File: src/rtl/modbus_tx_framer.sv
// modbus_tx_framer
// Builds a Modbus RTU response frame after the function handler finishes.
// The descriptor is latched, register words are read from the handler's
// DPRAM, and the frame is streamed one byte at a time to the UART
// transmitter. A CRC-16 (reflected polynomial 0xA001) is appended.
//
// Ports:
//   clk, rst_n                  clock, synchronous active-low reset
//   dev_addr                    slave address, first byte of every frame
//   handler_done                one-cycle start pulse, descriptor valid with it
//   exception_in                exception code, 0 = normal response
//   func_code, addr, data       request descriptor
//   tx_quantity                 register words in DPRAM for 0x03/0x04
//   dpram_raddr / dpram_rdata   DPRAM read port, 1-cycle read latency
//   tx_byte, tx_valid, tx_ready byte stream to the UART (valid/ready)
//   busy                        frame in progress (latch through done)
//   frame_done                  one-cycle pulse after the last CRC byte
module modbus_tx_framer (
  input  logic        clk,
  input  logic        rst_n,
  input  logic [7:0]  dev_addr,
  input  logic        handler_done,
  input  logic [7:0]  exception_in,
  input  logic [7:0]  func_code,
  input  logic [15:0] addr,
  input  logic [15:0] data,
  input  logic [7:0]  tx_quantity,
  output logic [7:0]  dpram_raddr,
  input  logic [15:0] dpram_rdata,
  output logic [7:0]  tx_byte,
  output logic        tx_valid,
  input  logic        tx_ready,
  output logic        busy,
  output logic        frame_done
);

  typedef enum logic [2:0] {
    IDLE   = 3'd0,
    HDR    = 3'd1,
    FETCH  = 3'd2,
    REG_HI = 3'd3,
    REG_LO = 3'd4,
    CRC_LO = 3'd5,
    CRC_HI = 3'd6,
    DONE   = 3'd7
  } state_t;

  // One byte step of the Modbus CRC-16.
  function automatic logic [15:0] crc16_byte(input logic [15:0] crc_in,
                                             input logic [7:0]  b);
    logic [15:0] c;
    c = crc_in ^ {8'h00, b};
    for (int i = 0; i < 8; i++) begin
      if (c[0]) begin
        c = (c >> 1) ^ 16'hA001;
      end else begin
        c = c >> 1;
      end
    end
    return c;
  endfunction

  // Header/payload byte at position idx of the non-register part of a frame.
  function automatic logic [7:0] hdr_byte(input logic [2:0]  idx,
                                          input logic [7:0]  dv,
                                          input logic [7:0]  fc,
                                          input logic [7:0]  ex,
                                          input logic [15:0] ad,
                                          input logic [15:0] dt,
                                          input logic [6:0]  qt,
                                          input logic        rd);
    logic [7:0] r;
    case (idx)
      3'd0:    r = dv;
      3'd1:    r = (ex != 8'h00) ? (fc | 8'h80) : fc;
      3'd2:    r = (ex != 8'h00) ? ex : (rd ? {qt, 1'b0} : ad[15:8]);
      3'd3:    r = ad[7:0];
      3'd4:    r = dt[15:8];
      3'd5:    r = dt[7:0];
      default: r = 8'h00;
    endcase
    return r;
  endfunction

  state_t      state_r, state_d;
  logic [7:0]  dev_r, func_r, exc_r;
  logic [15:0] addr_r, data_r;
  logic [6:0]  qty_r;
  logic        is_read_r;
  logic [2:0]  idx_r, idx_d;
  logic [6:0]  word_r, word_d;
  logic [15:0] crc_r, crc_d;
  logic [7:0]  byte_r, byte_d;
  logic [7:0]  raddr_r, raddr_d;
  logic        valid_r, valid_d;
  logic        busy_r, busy_d;
  logic        done_r, done_d;

  logic        latch_s;
  logic        accept_s;
  logic        frame_ok_s;
  logic        in_read_s;
  logic [2:0]  hdr_last_s;
  logic [15:0] crc_acc_s;

  // Register bytes come straight from the DPRAM; the held read address keeps them stable.
  assign tx_byte     = (state_r == REG_HI) ? dpram_rdata[15:8] :
                       (state_r == REG_LO) ? dpram_rdata[7:0]  : byte_r;
  assign tx_valid    = valid_r;
  assign busy        = busy_r;
  assign frame_done  = done_r;
  assign dpram_raddr = raddr_r;

  assign accept_s   = valid_r && tx_ready;
  assign in_read_s  = (func_code == 8'h03) || (func_code == 8'h04);
  assign frame_ok_s = (exception_in != 8'h00) || in_read_s || (func_code == 8'h06);
  assign hdr_last_s = ((exc_r != 8'h00) || is_read_r) ? 3'd2 : 3'd5;
  assign crc_acc_s  = crc16_byte(crc_r, tx_byte);

  // Next-state and next-output logic.
  always_comb begin
    state_d = state_r;
    idx_d   = idx_r;
    word_d  = word_r;
    crc_d   = crc_r;
    byte_d  = byte_r;
    raddr_d = raddr_r;
    latch_s = 1'b0;
    case (state_r)
      IDLE: begin
        if (handler_done && frame_ok_s) begin
          latch_s = 1'b1;
          state_d = HDR;
          idx_d   = 3'd0;
          word_d  = 7'd0;
          crc_d   = 16'hFFFF;
          byte_d  = dev_addr;
        end else begin
          state_d = IDLE;
        end
      end
      HDR: begin
        if (accept_s) begin
          crc_d = crc_acc_s;
          if (idx_r == hdr_last_s) begin
            if (is_read_r && (qty_r != 7'd0)) begin
              state_d = FETCH;
              raddr_d = 8'd0;
            end else begin
              state_d = CRC_LO;
              byte_d  = crc_acc_s[7:0];
            end
          end else begin
            idx_d  = idx_r + 3'd1;
            byte_d = hdr_byte(idx_r + 3'd1, dev_r, func_r, exc_r, addr_r, data_r,
                              qty_r, is_read_r);
          end
        end else begin
          state_d = HDR;
        end
      end
      FETCH: begin
        state_d = REG_HI;
      end
      REG_HI: begin
        if (accept_s) begin
          crc_d   = crc_acc_s;
          state_d = REG_LO;
        end else begin
          state_d = REG_HI;
        end
      end
      REG_LO: begin
        if (accept_s) begin
          crc_d = crc_acc_s;
          if (word_r == (qty_r - 7'd1)) begin
            state_d = CRC_LO;
            byte_d  = crc_acc_s[7:0];
          end else begin
            word_d  = word_r + 7'd1;
            raddr_d = {1'b0, word_r + 7'd1};
            state_d = FETCH;
          end
        end else begin
          state_d = REG_LO;
        end
      end
      CRC_LO: begin
        if (accept_s) begin
          state_d = CRC_HI;
          byte_d  = crc_r[15:8];
        end else begin
          state_d = CRC_LO;
        end
      end
      CRC_HI: begin
        if (accept_s) begin
          state_d = DONE;
        end else begin
          state_d = CRC_HI;
        end
      end
      DONE: begin
        state_d = IDLE;
      end
      default: begin
        state_d = IDLE;
      end
    endcase
    valid_d = (state_d == HDR) || (state_d == REG_HI) || (state_d == REG_LO) ||
              (state_d == CRC_LO) || (state_d == CRC_HI);
    busy_d  = (state_d != IDLE);
    done_d  = (state_d == DONE);
  end

  // State, descriptor and registered outputs.
  always_ff @(posedge clk) begin
    if (!rst_n) begin
      state_r   <= IDLE;
      dev_r     <= 8'h00;
      func_r    <= 8'h00;
      exc_r     <= 8'h00;
      addr_r    <= 16'h0000;
      data_r    <= 16'h0000;
      qty_r     <= 7'd0;
      is_read_r <= 1'b0;
      idx_r     <= 3'd0;
      word_r    <= 7'd0;
      crc_r     <= 16'hFFFF;
      byte_r    <= 8'h00;
      raddr_r   <= 8'h00;
      valid_r   <= 1'b0;
      busy_r    <= 1'b0;
      done_r    <= 1'b0;
    end else begin
      state_r <= state_d;
      idx_r   <= idx_d;
      word_r  <= word_d;
      crc_r   <= crc_d;
      byte_r  <= byte_d;
      raddr_r <= raddr_d;
      valid_r <= valid_d;
      busy_r  <= busy_d;
      done_r  <= done_d;
      if (latch_s) begin
        dev_r     <= dev_addr;
        func_r    <= func_code;
        exc_r     <= exception_in;
        addr_r    <= addr;
        data_r    <= data;
        // Largest legal read response is 125 words.
        qty_r     <= (tx_quantity > 8'd125) ? 7'd125 : tx_quantity[6:0];
        is_read_r <= (exception_in == 8'h00) && in_read_s;
      end
    end
  end

endmodule

File: config.mk
export PLATFORM = sky130hd
export DESIGN_NAME = modbus_tx_framer
export DESIGN_NICKNAME = d
export VERILOG_FILES = /design/src/rtl/modbus_tx_framer.sv
export SDC_FILE = /design/constraint.sdc
export NUM_CORES = 1
export LEC_CHECK = 0
export CAP_MARGIN = 20
export CORE_MARGIN = 1.5
export CORE_UTILIZATION = 44
export DETAILED_ROUTE_END_ITERATION = 10
export PLACE_DENSITY_LB_ADDON = 0.15
export RECOVER_POWER = 50
export REMOVE_ABC_BUFFERS = 1
export SETUP_SLACK_MARGIN = 0.15
export SYNTH_ARGS = -nofsm -noshare
export SYNTH_HDL_FRONTEND = slang
export SYNTH_SLANG_ARGS = --single-unit
File: constraint.sdc
create_clock -name clk -period 3.6 [get_ports clk]
set_clock_uncertainty 0.2 [all_clocks]
set_input_delay 0.54 -clock clk [delete_from_list [all_inputs] [get_ports clk]]
set_output_delay 0.54 -clock clk [all_outputs]
set_load 0.02 [all_outputs]
==> flow_metrics.tcl <==
set metrics [dict create \
    clockPowerShare_pct 33.8 \
    drcViolationCount 0 \
    clkLatencyLatePin_ps 360 \
    fmax_mhz 311 \
    hold_viol_final 0 \
    fin_hold_ws_ps 251 \
    top_usage_layer "met2" \
    drtIter0Drc 466 \
    ys_top_cells_by_area "dfxtp_1, nand2_1, a21oi_1" \
    area_delta_synth_final_pct 24.8 \
    grt_pass1_wl_um 25700 \
    worstMarginPinSlew_ps 736 \
    r2r_start "idx_r[0]$_SDFFE_PN0P_" \
    fin_cells 1004 \
    yosys-top-cells-count "nand2_1, dfxtp_1, a21oi_1" \
    p_per_area_nw_per_um2 384 \
    fp.coreArea_um2 13200 \
    relSlewSlack_pct 50.5 \
    yosysTopAreaCell "dfxtp_1" \
    cts_sinks 111 \
    hold_class "flip-flop to flip-flop" \
    cp.arrival_ps 3240 \
    period_minus_slack_ps 3210 \
    power_mw 2.83 \
    cts_resized 0 \
    synth_cell_types 65 \
    root_buffer "clkbuf_16" \
    leakage_nw 2.70 \
    finalSetupViolations 0 \
    use_met1_pct 30.5 \
    worst_hold_path.num_cells 2 \
    intPower_mw 2.03 \
    initial_core_util_pct 44.8 \
    path_max_fanout 13 \
    synth_most_common_cell "nand2_1" \
    htreeDepth 3 \
    yosys.area.top_type_share_pct 37.6 \
    hold_start "dpram_raddr[1]$_SDFFE_PN0P_" \
    yosys_warnings 0 \
    grt_util_met3_pct 4.65 \
    power_frac_seq_pct 47.1 \
    synthCells 746 \
    synth_seq_area_share_pct 37.6 \
    antenna_found_initial 0 \
    numPortBuffers 101 \
    clockBufferDepth 2 \
    rsz0062_at_grt "no" \
    dp_slack_ps 232 \
    drt_first_pass_iters 5 \
    cts_tree "done" \
    wl_per_cell_um 15.6 \
    route.vias.total 5523 \
    timing.final.ws_setup_ps 388 \
    synth_edf_count 0 \
    die_w_um 119 \
    fin_crit_sh_pct 89.2 \
    grt_overflow 0 \
    max_cap_viol_count 0 \
    start_kind "flip-flop" \
    comb_power_share_pct 19.1 \
    postCtsSetupBuffers 0 \
    final_layout_size_suffix_gt1_share_pct 9.66 \
    ir_drop_mv 0.248 \
    crit_path_end_kind "flip-flop" \
    final_core_utilization_pct 55.9 \
    cts_buffers 9 \
    antenna_cells 0 \
    synthArstFlopShare_pct 0 \
    dp.cells 988 \
    drv_slew 0 \
    die_area_um2 14100 \
    status "finished, final reports clean" \
    die_h_um 119 \
    synthFlopType "dfxtp_1" \
    path_class "flip-flop to flip-flop" \
    r2r_cells 9 \
    final_antenna_net_count 0 \
    gp_congestion 0.883 \
    dp_hpwl_um 11500 \
    row_count 42 \
    wl_um 15600 \
    syn_area_per_cell_um2 7.91 \
    grt_max_degree 66 \
    cp-startpoint "idx_r[0]$_SDFFE_PN0P_" \
    fin_nets 915 \
    gr-usage-all-layers_pct 22.6 \
    crit_required_ps 3630 \
    fillCellCount 1257 \
    hold_buffers 0 \
    p_sw_uw 801 \
    via_per_inst 5.50 \
    grt_pass1_vias 5137 \
    ys_seq_elements 111 \
    sw_frac_of_total_pct 28.3 \
    clkSlewWorstSetupHoldPaths_ps 70 \
    syn_area_um2 5900 \
    use_met2_pct 36.8 \
    io-pin-count 103 \
]
==> cells in the final DEF, fill, tap and decap left out, drive strengths merged, types with 12 or more instances in the layout <==
master,instances
o21ai,31
buf,14
nor3,33
nand3,18
clkdlybuf4s50,90
xnor2,28
dfxtp,111
a21oi,92
nand2,151
clkbuf,12
mux2,18
nor2,47
inv,18
==> worst max-delay path, cell delays in order, from the launching register on <==
cell	delay, ps
dfxtp_1	390
ha_1	290
xnor2_2	550
buf_4	320
mux2_2	350
a32o_1	210
a21oi_1	110
o21ai_0	140
a222oi_1	380
a211oi_1	130
==> state kept, by name (all words and copies together) (netlist names), 7 cells and up <==
register	count
addr_r	16
byte_r	8
crc_r	16
data_r	16
dev_r	8
dpram_raddr	7
exc_r	8
func_r	8
qty_r	7
word_r	7
==> area by class of cell <==
class                      instances  area, um^2  area share [%]
sequential                       111        2220            30.2
clock buffer                      10         229            3.11
tap                              176         220            2.99
inverter                          15        56.3           0.764
timing repair buffer             117        1150            15.6
clock inverter                     6        52.6           0.713
multi-input combinational        569        3440            46.6
==> power groups by stage <==
stage | logic [mW] | clock network (mW) | registers (mW)
after floorplan | 0.325 | 0 | 1.35
after global placement | 0.529 | 0 | 1.36
after detailed placement | 0.539 | 0 | 1.36
after CTS | 0.542 | 0.977 | 1.33
after global routing | 0.592 | 1.03 | 1.34
final | 0.540 | 0.954 | 1.33
==> per-layer routing <==
metal / up-vias / routed length, um
li1: 2788 / -
met1: 2568 / 7320
met2: 156 / 7290
met3: 11 / 794
met4: 0 / 230
met5: - / 0
==> cells by family (layout without fill, tap and decap cells) <==
group / Yosys count / count (layout) / synth area share, %
AOI/OAI and AO/OA: 199 / 199 / 21.5
xor gates and xnor gates: 39 / 39 / 6.93
adders and majority gates: 8 / 8 / 1.70
buffers and inverters: 66 / 148 / 4.47
DFF: 111 / 111 / 37.6
muxes: 22 / 22 / 4.11
other: 1 / 1 / 0.0635
and+or+nand+nor: 300 / 300 / 23.6
==> final timing paths <==
path	endpoint	slack (ps)
worst max-delay path	byte_r[4]$_SDFFE_PN0P_	390
worst min-delay path	dpram_raddr[1]$_SDFFE_PN0P_	250
worst max register to register	byte_r[4]$_SDFFE_PN0P_	390
worst min register to register	dpram_raddr[1]$_SDFFE_PN0P_	250
==> through the flow <==
step,area (um^2),TNS [ps]
floorplan,5700,-42210
global placement,7090,0
detailed placement,7090,0
CTS,7370,0
global route,7370,0
finish,7370,0
Power figures use the tool's default switching activity.
